===== src/rtl/ahb_uart_cmd_master.sv =====
// rtl/ahb_uart_cmd_master.sv - UART byte-command to single-word AHB-Lite master (optional timeout: AHB_UART_CMD_MASTER_TIMEOUT_EN)
module ahb_uart_cmd_master #(
  parameter int unsigned TIMEOUT_CYCLES = 1_000_000
) (
  input  logic        cpu_clk,
  input  logic        pwrup_rst_n,
  input  logic        rx_valid,
  input  logic [7:0]  rx_data,
  output logic        rx_ready,
  output logic        tx_valid,
  output logic [7:0]  tx_data,
  input  logic        tx_ready,
  output logic [31:0] haddr,
  output logic [1:0]  htrans,
  output logic        hwrite,
  output logic [2:0]  hsize,
  output logic [2:0]  hburst,
  output logic [3:0]  hprot,
  output logic [31:0] hwdata,
  input  logic [31:0] hrdata,
  input  logic        hready,
  input  logic        hresp,
  output logic        busy
);

  localparam logic [2:0] ST_CMD      = 3'd0;
  localparam logic [2:0] ST_ADDR_RX  = 3'd1;
  localparam logic [2:0] ST_DATA_RX  = 3'd2;
  localparam logic [2:0] ST_AHB_ADDR = 3'd3;
  localparam logic [2:0] ST_AHB_DATA = 3'd4;
  localparam logic [2:0] ST_RESP     = 3'd5;
  localparam logic [2:0] ST_RDATA_TX = 3'd6;

  localparam logic [7:0] CH_W = 8'h57;
  localparam logic [7:0] CH_R = 8'h52;
  localparam logic [7:0] CH_K = 8'h4B;
  localparam logic [7:0] CH_E = 8'h45;
  localparam logic [7:0] CH_Q = 8'h3F;

  logic [2:0]  state_q, state_d;
  logic [1:0]  cnt_q, cnt_d;
  logic [31:0] addr_q, addr_d;
  logic [31:0] wdata_q, wdata_d;
  logic [31:0] rdata_q, rdata_d;
  logic        is_write_q, is_write_d;
  logic        rd_follow_q, rd_follow_d;
  logic [7:0]  resp_q, resp_d;
  logic        rx_fire, tx_fire;

`ifdef AHB_UART_CMD_MASTER_TIMEOUT_EN
  localparam logic [31:0] TO_LAST = 32'(TIMEOUT_CYCLES - 1);
  logic [31:0] to_cnt_q, to_cnt_d;
`endif

  assign rx_ready = (state_q == ST_CMD) || (state_q == ST_ADDR_RX) || (state_q == ST_DATA_RX);
  assign tx_valid = (state_q == ST_RESP) || (state_q == ST_RDATA_TX);
  assign rx_fire  = rx_valid & rx_ready;
  assign tx_fire  = tx_valid & tx_ready;

  assign htrans = (state_q == ST_AHB_ADDR) ? 2'b10 : 2'b00;
  assign hwrite = (state_q == ST_AHB_ADDR) & is_write_q;
  assign haddr  = addr_q;
  assign hwdata = wdata_q;
  assign hsize  = 3'b010;
  assign hburst = 3'b000;
  assign hprot  = 4'b0011;
  assign busy   = (state_q != ST_CMD);

  // Response byte mux: status byte in RESP, little-endian read data in RDATA_TX
  always_comb begin
    tx_data = 8'h00;
    if (state_q == ST_RESP) begin
      tx_data = resp_q;
    end else if (state_q == ST_RDATA_TX) begin
      case (cnt_q)
        2'd0:    tx_data = rdata_q[7:0];
        2'd1:    tx_data = rdata_q[15:8];
        2'd2:    tx_data = rdata_q[23:16];
        default: tx_data = rdata_q[31:24];
      endcase
    end
  end

  // Frame parser, AHB sequencing and response sequencing
  always_comb begin
    state_d     = state_q;
    cnt_d       = cnt_q;
    addr_d      = addr_q;
    wdata_d     = wdata_q;
    rdata_d     = rdata_q;
    is_write_d  = is_write_q;
    rd_follow_d = rd_follow_q;
    resp_d      = resp_q;
    case (state_q)
      ST_CMD: begin
        cnt_d = 2'd0;
        if (rx_fire) begin
          if (rx_data == CH_W) begin
            is_write_d = 1'b1;
            state_d    = ST_ADDR_RX;
          end else if (rx_data == CH_R) begin
            is_write_d = 1'b0;
            state_d    = ST_ADDR_RX;
          end else begin
            resp_d      = CH_Q;
            rd_follow_d = 1'b0;
            state_d     = ST_RESP;
          end
        end
      end
      ST_ADDR_RX: begin
        if (rx_fire) begin
          case (cnt_q)
            2'd0:    addr_d[7:0]   = rx_data;
            2'd1:    addr_d[15:8]  = rx_data;
            2'd2:    addr_d[23:16] = rx_data;
            default: addr_d[31:24] = rx_data;
          endcase
          // Word transfers only: low address bits are dropped silently
          addr_d[1:0] = 2'b00;
          cnt_d       = cnt_q + 2'd1;
          if (cnt_q == 2'd3) begin
            state_d = is_write_q ? ST_DATA_RX : ST_AHB_ADDR;
          end
        end
      end
      ST_DATA_RX: begin
        if (rx_fire) begin
          case (cnt_q)
            2'd0:    wdata_d[7:0]   = rx_data;
            2'd1:    wdata_d[15:8]  = rx_data;
            2'd2:    wdata_d[23:16] = rx_data;
            default: wdata_d[31:24] = rx_data;
          endcase
          cnt_d = cnt_q + 2'd1;
          if (cnt_q == 2'd3) begin
            state_d = ST_AHB_ADDR;
          end
        end
      end
      ST_AHB_ADDR: begin
        if (hready) begin
          state_d = ST_AHB_DATA;
        end
      end
      ST_AHB_DATA: begin
        // hresp during a wait state is the first error cycle; only the final beat decides
        if (hready) begin
          rdata_d     = hrdata;
          resp_d      = hresp ? CH_E : CH_K;
          rd_follow_d = ~is_write_q & ~hresp;
          state_d     = ST_RESP;
        end
      end
      ST_RESP: begin
        if (tx_fire) begin
          cnt_d   = 2'd0;
          state_d = rd_follow_q ? ST_RDATA_TX : ST_CMD;
        end
      end
      ST_RDATA_TX: begin
        if (tx_fire) begin
          cnt_d = cnt_q + 2'd1;
          if (cnt_q == 2'd3) begin
            state_d = ST_CMD;
          end
        end
      end
      default: state_d = ST_CMD;
    endcase

`ifdef AHB_UART_CMD_MASTER_TIMEOUT_EN
    to_cnt_d = 32'd0;
    if ((state_q == ST_ADDR_RX) || (state_q == ST_DATA_RX)) begin
      if (!rx_fire) begin
        if (to_cnt_q == TO_LAST) begin
          state_d = ST_CMD;
          cnt_d   = 2'd0;
        end else begin
          to_cnt_d = to_cnt_q + 32'd1;
        end
      end
    end
`endif
  end

  // State registers, asynchronously cleared at power-up reset
  always_ff @(posedge cpu_clk or negedge pwrup_rst_n) begin
    if (!pwrup_rst_n) begin
      state_q     <= ST_CMD;
      cnt_q       <= 2'd0;
      addr_q      <= 32'd0;
      wdata_q     <= 32'd0;
      rdata_q     <= 32'd0;
      is_write_q  <= 1'b0;
      rd_follow_q <= 1'b0;
      resp_q      <= 8'h00;
    end else begin
      state_q     <= state_d;
      cnt_q       <= cnt_d;
      addr_q      <= addr_d;
      wdata_q     <= wdata_d;
      rdata_q     <= rdata_d;
      is_write_q  <= is_write_d;
      rd_follow_q <= rd_follow_d;
      resp_q      <= resp_d;
    end
  end

`ifdef AHB_UART_CMD_MASTER_TIMEOUT_EN
  // Inter-byte idle counter
  always_ff @(posedge cpu_clk or negedge pwrup_rst_n) begin
    if (!pwrup_rst_n) begin
      to_cnt_q <= 32'd0;
    end else begin
      to_cnt_q <= to_cnt_d;
    end
  end
`endif

endmodule


===== config.mk =====
export PLATFORM = sky130hd
export DESIGN_NAME = ahb_uart_cmd_master
export DESIGN_NICKNAME = d
export VERILOG_FILES = /design/src/rtl/ahb_uart_cmd_master.sv
export SDC_FILE = /design/constraint.sdc
export NUM_CORES = 1
export LEC_CHECK = 0
export ABC_AREA = 1
export BUFFER_PORTS_ARGS = -buffer_cell sky130_fd_sc_hd__buf_2
export CAP_MARGIN = 10
export CORE_ASPECT_RATIO = 2
export CORE_UTILIZATION = 37
export CTS_CLUSTER_DIAMETER = 200
export CTS_CLUSTER_SIZE = 24
export DETAILED_ROUTE_END_ITERATION = 10
export SYNTH_ARGS = -nofsm -noshare
export SYNTH_HDL_FRONTEND = slang
export SYNTH_SLANG_ARGS = --single-unit
export TNS_END_PERCENT = 100

===== constraint.sdc =====
create_clock -name cpu_clk -period 2.09 [get_ports cpu_clk]
set_input_delay 0.627 -clock cpu_clk [delete_from_list [all_inputs] [get_ports cpu_clk]]
set_output_delay 0.627 -clock cpu_clk [all_outputs]
set_load 0.01 [all_outputs]

==> impl_metrics.py <==
metrics = {
    "placed_design": {
        "io_buffers": 120,
        "preCtsSetupSlack_ns": -0.0803,
        "globalplace.congestion": 0.879,
        "hpwl_mm": 10.0,
    },
    "logic_synthesis": {
        "yosysTopAreaCell": "dfrtp_1",
        "syn_inst": 546,
        "synthTopCellsByArea": "dfrtp_1 (55%), nand2_1 (18%), o21ai_0 (6.7%), buf_4 (3.0%), buf_6 (2.8%)",
        "yosys.area.top_type_share_pct": 54.9,
        "synth_top_family_by_area": "simple AND/OR/NAND/NOR gates",
        "synthXorXnorAreaFrac_pct": 0,
        "synthAdderAreaFrac_pct": 1.04,
        "synth.distinct_cells": 31,
        "synth-compound-area-share_pct": 10.6,
        "synth-simple-area-share_pct": 24.4,
        "avgSynthCellArea_um2": 8.85,
        "synthMuxAreaShare_pct": 0,
        "syn_area_um2": 4830,
        "yosys_warnings": 0,
        "yosysSeqAreaShare_pct": 54.9,
        "ys_ff_latch": 106,
    },
    "routing": {
        "firstDrtPassIters": 5,
        "avgRoutedWirePerCell_um": 16.1,
        "drc": 0,
        "vias": 4082,
        "finalWirelength_mm": 13.4,
        "drtIter0Drc": 162,
        "ant_nets": 0,
        "viasPerCell": 4.88,
    },
    "floorplanning": {
        "core_um2": 12600,
        "dieArea_um2": 13500,
        "top_level_ports": 134,
        "start_util_pct": 38.2,
        "dieWidth_um": 82.8,
        "fp.dieH_um": 164,
        "fp-row-count": 58,
    },
    "sta": {
        "worstMarginPinSlew_ns": 0.646,
        "finalWorstSetupSlack_ns": -0.235,
        "fin_hold_ws_ns": 0.288,
        "slew_viol_final": 0,
        "rsz0062_at_grt": "yes",
        "setup_viol": 8,
        "max_freq_mhz": 430,
        "fin_skew_ns": 0.00891,
        "hold_viol": 0,
        "period_share_pct": 111,
        "max-slew-margin-rel_pct": 56.9,
        "fin_crit_ns": 2.33,
    },
    "hold_path": {
        "hold_path.class": "in2async",
    },
    "status": {
        "status": "finished with violations",
        "violations": "setup timing",
    },
    "layout": {
        "layout-drive-gt1-share_pct": 30.4,
        "nets": 732,
        "area_delta_synth_final_pct": 24.5,
        "n_antenna_cell": 0,
    },
    "setup_path": {
        "startpoint": "cnt_q[1]",
        "cp_max_fo": 6,
        "path_delay_family": "flip-flops",
        "start_kind": "register",
        "critPathKind": "reg2out",
        "crit_arrival_ns": 1.70,
        "crit_chain": "inv_2 > ha_4 > buf_6 > a21oi_2 > a31oi_1 > o21ai_1 > nand2_1 > buf_2",
        "crit_required_ns": 1.46,
        "crit_buf_inv": 3,
        "slowest_stage": "dfrtp_2",
        "r2r_start": "cnt_q[1]",
        "end_kind": "output port",
        "slowest_delay_ns": 0.46,
    },
    "cts": {
        "path_clk_slew_ns": 0.07,
        "cts_tree": "built",
        "cts_max_level": 3,
        "hold_buffers": 0,
        "insertion_delay_ns": 0.34,
        "root_buffer": "clkbuf_16",
        "cts_buffer_depth": 2,
        "cts.sinks": 106,
        "numCtsBuffers": 9,
    },
    "job": {
        "cap_violations": 0,
    },
    "power": {
        "fin_total_pwr_w": 0.00861,
        "ir_drop_mv": 0.613,
        "powerDensity_nw_per_um2": 1430,
        "p_leak_nw": 3.29,
    },
    "grt": {
        "grt_pass1_wl_mm": 20.7,
        "antenna_found_initial": 0,
        "grt_use_total_pct": 21.2,
        "grt-ovfl-total": 0,
        "grt_max_degree": 107,
        "grt_pass1_vias": 4094,
    },
}
power breakdown:
group          total [W]  switching, W  internal, W
Sequential       0.00347      0.000580      0.00289
Combinational    0.00339       0.00203      0.00136
Clock            0.00175      0.000763     0.000982
worst reg2reg max path, delay by kind of cell, from the launching register on:
family	cells	cell delay (ns)
fa+ha+maj	1	0.17
compound gates	1	0.12
buf+inv	4	0.56
flops	1	0.46
simple gates	1	0.17
synthesized netlist by cell type (all sizes together):
master and number:
a21oi 8, conb 2, ha 4, nor3 1, buf 33, a311oi 1, inv 34, nand4 1
nor2 14, o221ai 1, or2 1, nand3 16, nand3b 1, a31oi 7, nand2 239, dfrtp 106
o21ai 77
placed cells by master (no fill, tap or decap), types with 2 or more instances in the layout:
cell type,n
buf_12,2
buf_4,20
o21ai_1,13
dfrtp_1,103
inv_1,23
clkbuf_16,9
nand3_1,10
nor2_1,10
buf_2,119
nand2_4,3
dfrtp_2,3
ha_4,4
inv_6,3
inv_2,7
nand2_2,5
inv_4,3
a21oi_1,5
o21ai_0,57
buf_6,6
conb_1,13
nand2_1,231
o21ai_2,7
a31oi_1,7
nand3_4,5
a21oi_2,3
nor2_4,2
registers in the layout (all words and copies together), names as in the netlist:
| signal | count |
|---|---|
| cnt_q | 2 |
| haddr | 30 |
| hwdata | 32 |
| is_write_q | 1 |
| rd_follow_q | 1 |
| rdata_q | 32 |
| resp_q | 5 |
| state_q | 3 |
routing by layer:
| layer | track usage (%) | vias up | part of all wire [%] |
|---|---|---|---|
| li1 | - | 1973 | - |
| met1 | 21.7 | 1907 | 35 |
| met2 | 38.7 | 168 | 56 |
| met3 | 2.96 | 34 | 4.1 |
| met4 | 13.1 | 0 | 4.9 |
| met5 | 0 | - | 0 |
cell families after synthesis:
group           count (synthesis)
compound gates                 94
fa+ha+maj                       4
buf+inv                        67
flops                         106
other cells                     2
simple gates                  273
path summary, 6_finish.rpt:
path | endpoint | slack [ns] | cells past startpoint
setup / recovery | tx_data[5] | -0.24 | 8
hold / removal | rdata_q[29] | 0.29 | 2
setup reg to reg | hwdata[22] | 0.49 | 7
hold reg to reg | resp_q[6] | 0.48 | 2
max in group asynchronous | haddr[5] | 1.25 | 2
min in group cpu_clk | resp_q[6] | 0.48 | 2
cell type report:
class | count | area [um2]
Clock buffer | 11 | 243
Clock inverter | 5 | 67.6
Fill cell | 1265 | 6620
Inverter | 34 | 140
Multi-Input combinational cell | 384 | 1860
Sequential cell | 106 | 2660
Tap cell | 150 | 188
Timing Repair Buffer | 147 | 853
per-stage QoR:
step / std cells / setup TNS [ns] / util [%] / instance area (um2)
2_1_floorplan: 557 / 0 / - / 4870
3_3_place_gp: 812 / 0 / 43.7 / 5520
3_5_place_dp: 812 / -0.118 / 43.7 / 5520
4_1_cts: 837 / -1.74 / 47.5 / 6000
5_1_grt: 837 / -2.40 / 47.6 / 6010
6_report: 837 / -1.73 / 47.6 / 6010
timing repair:
action                     in CTS  in global routing
buffers inserted                9                  0
setup endpoints to repair       8                 11
resized for setup              33                  6
pin swaps                       6                  1
hold endpoints to repair        0                  0
Note: power is estimated with default switching activity, not from simulation.
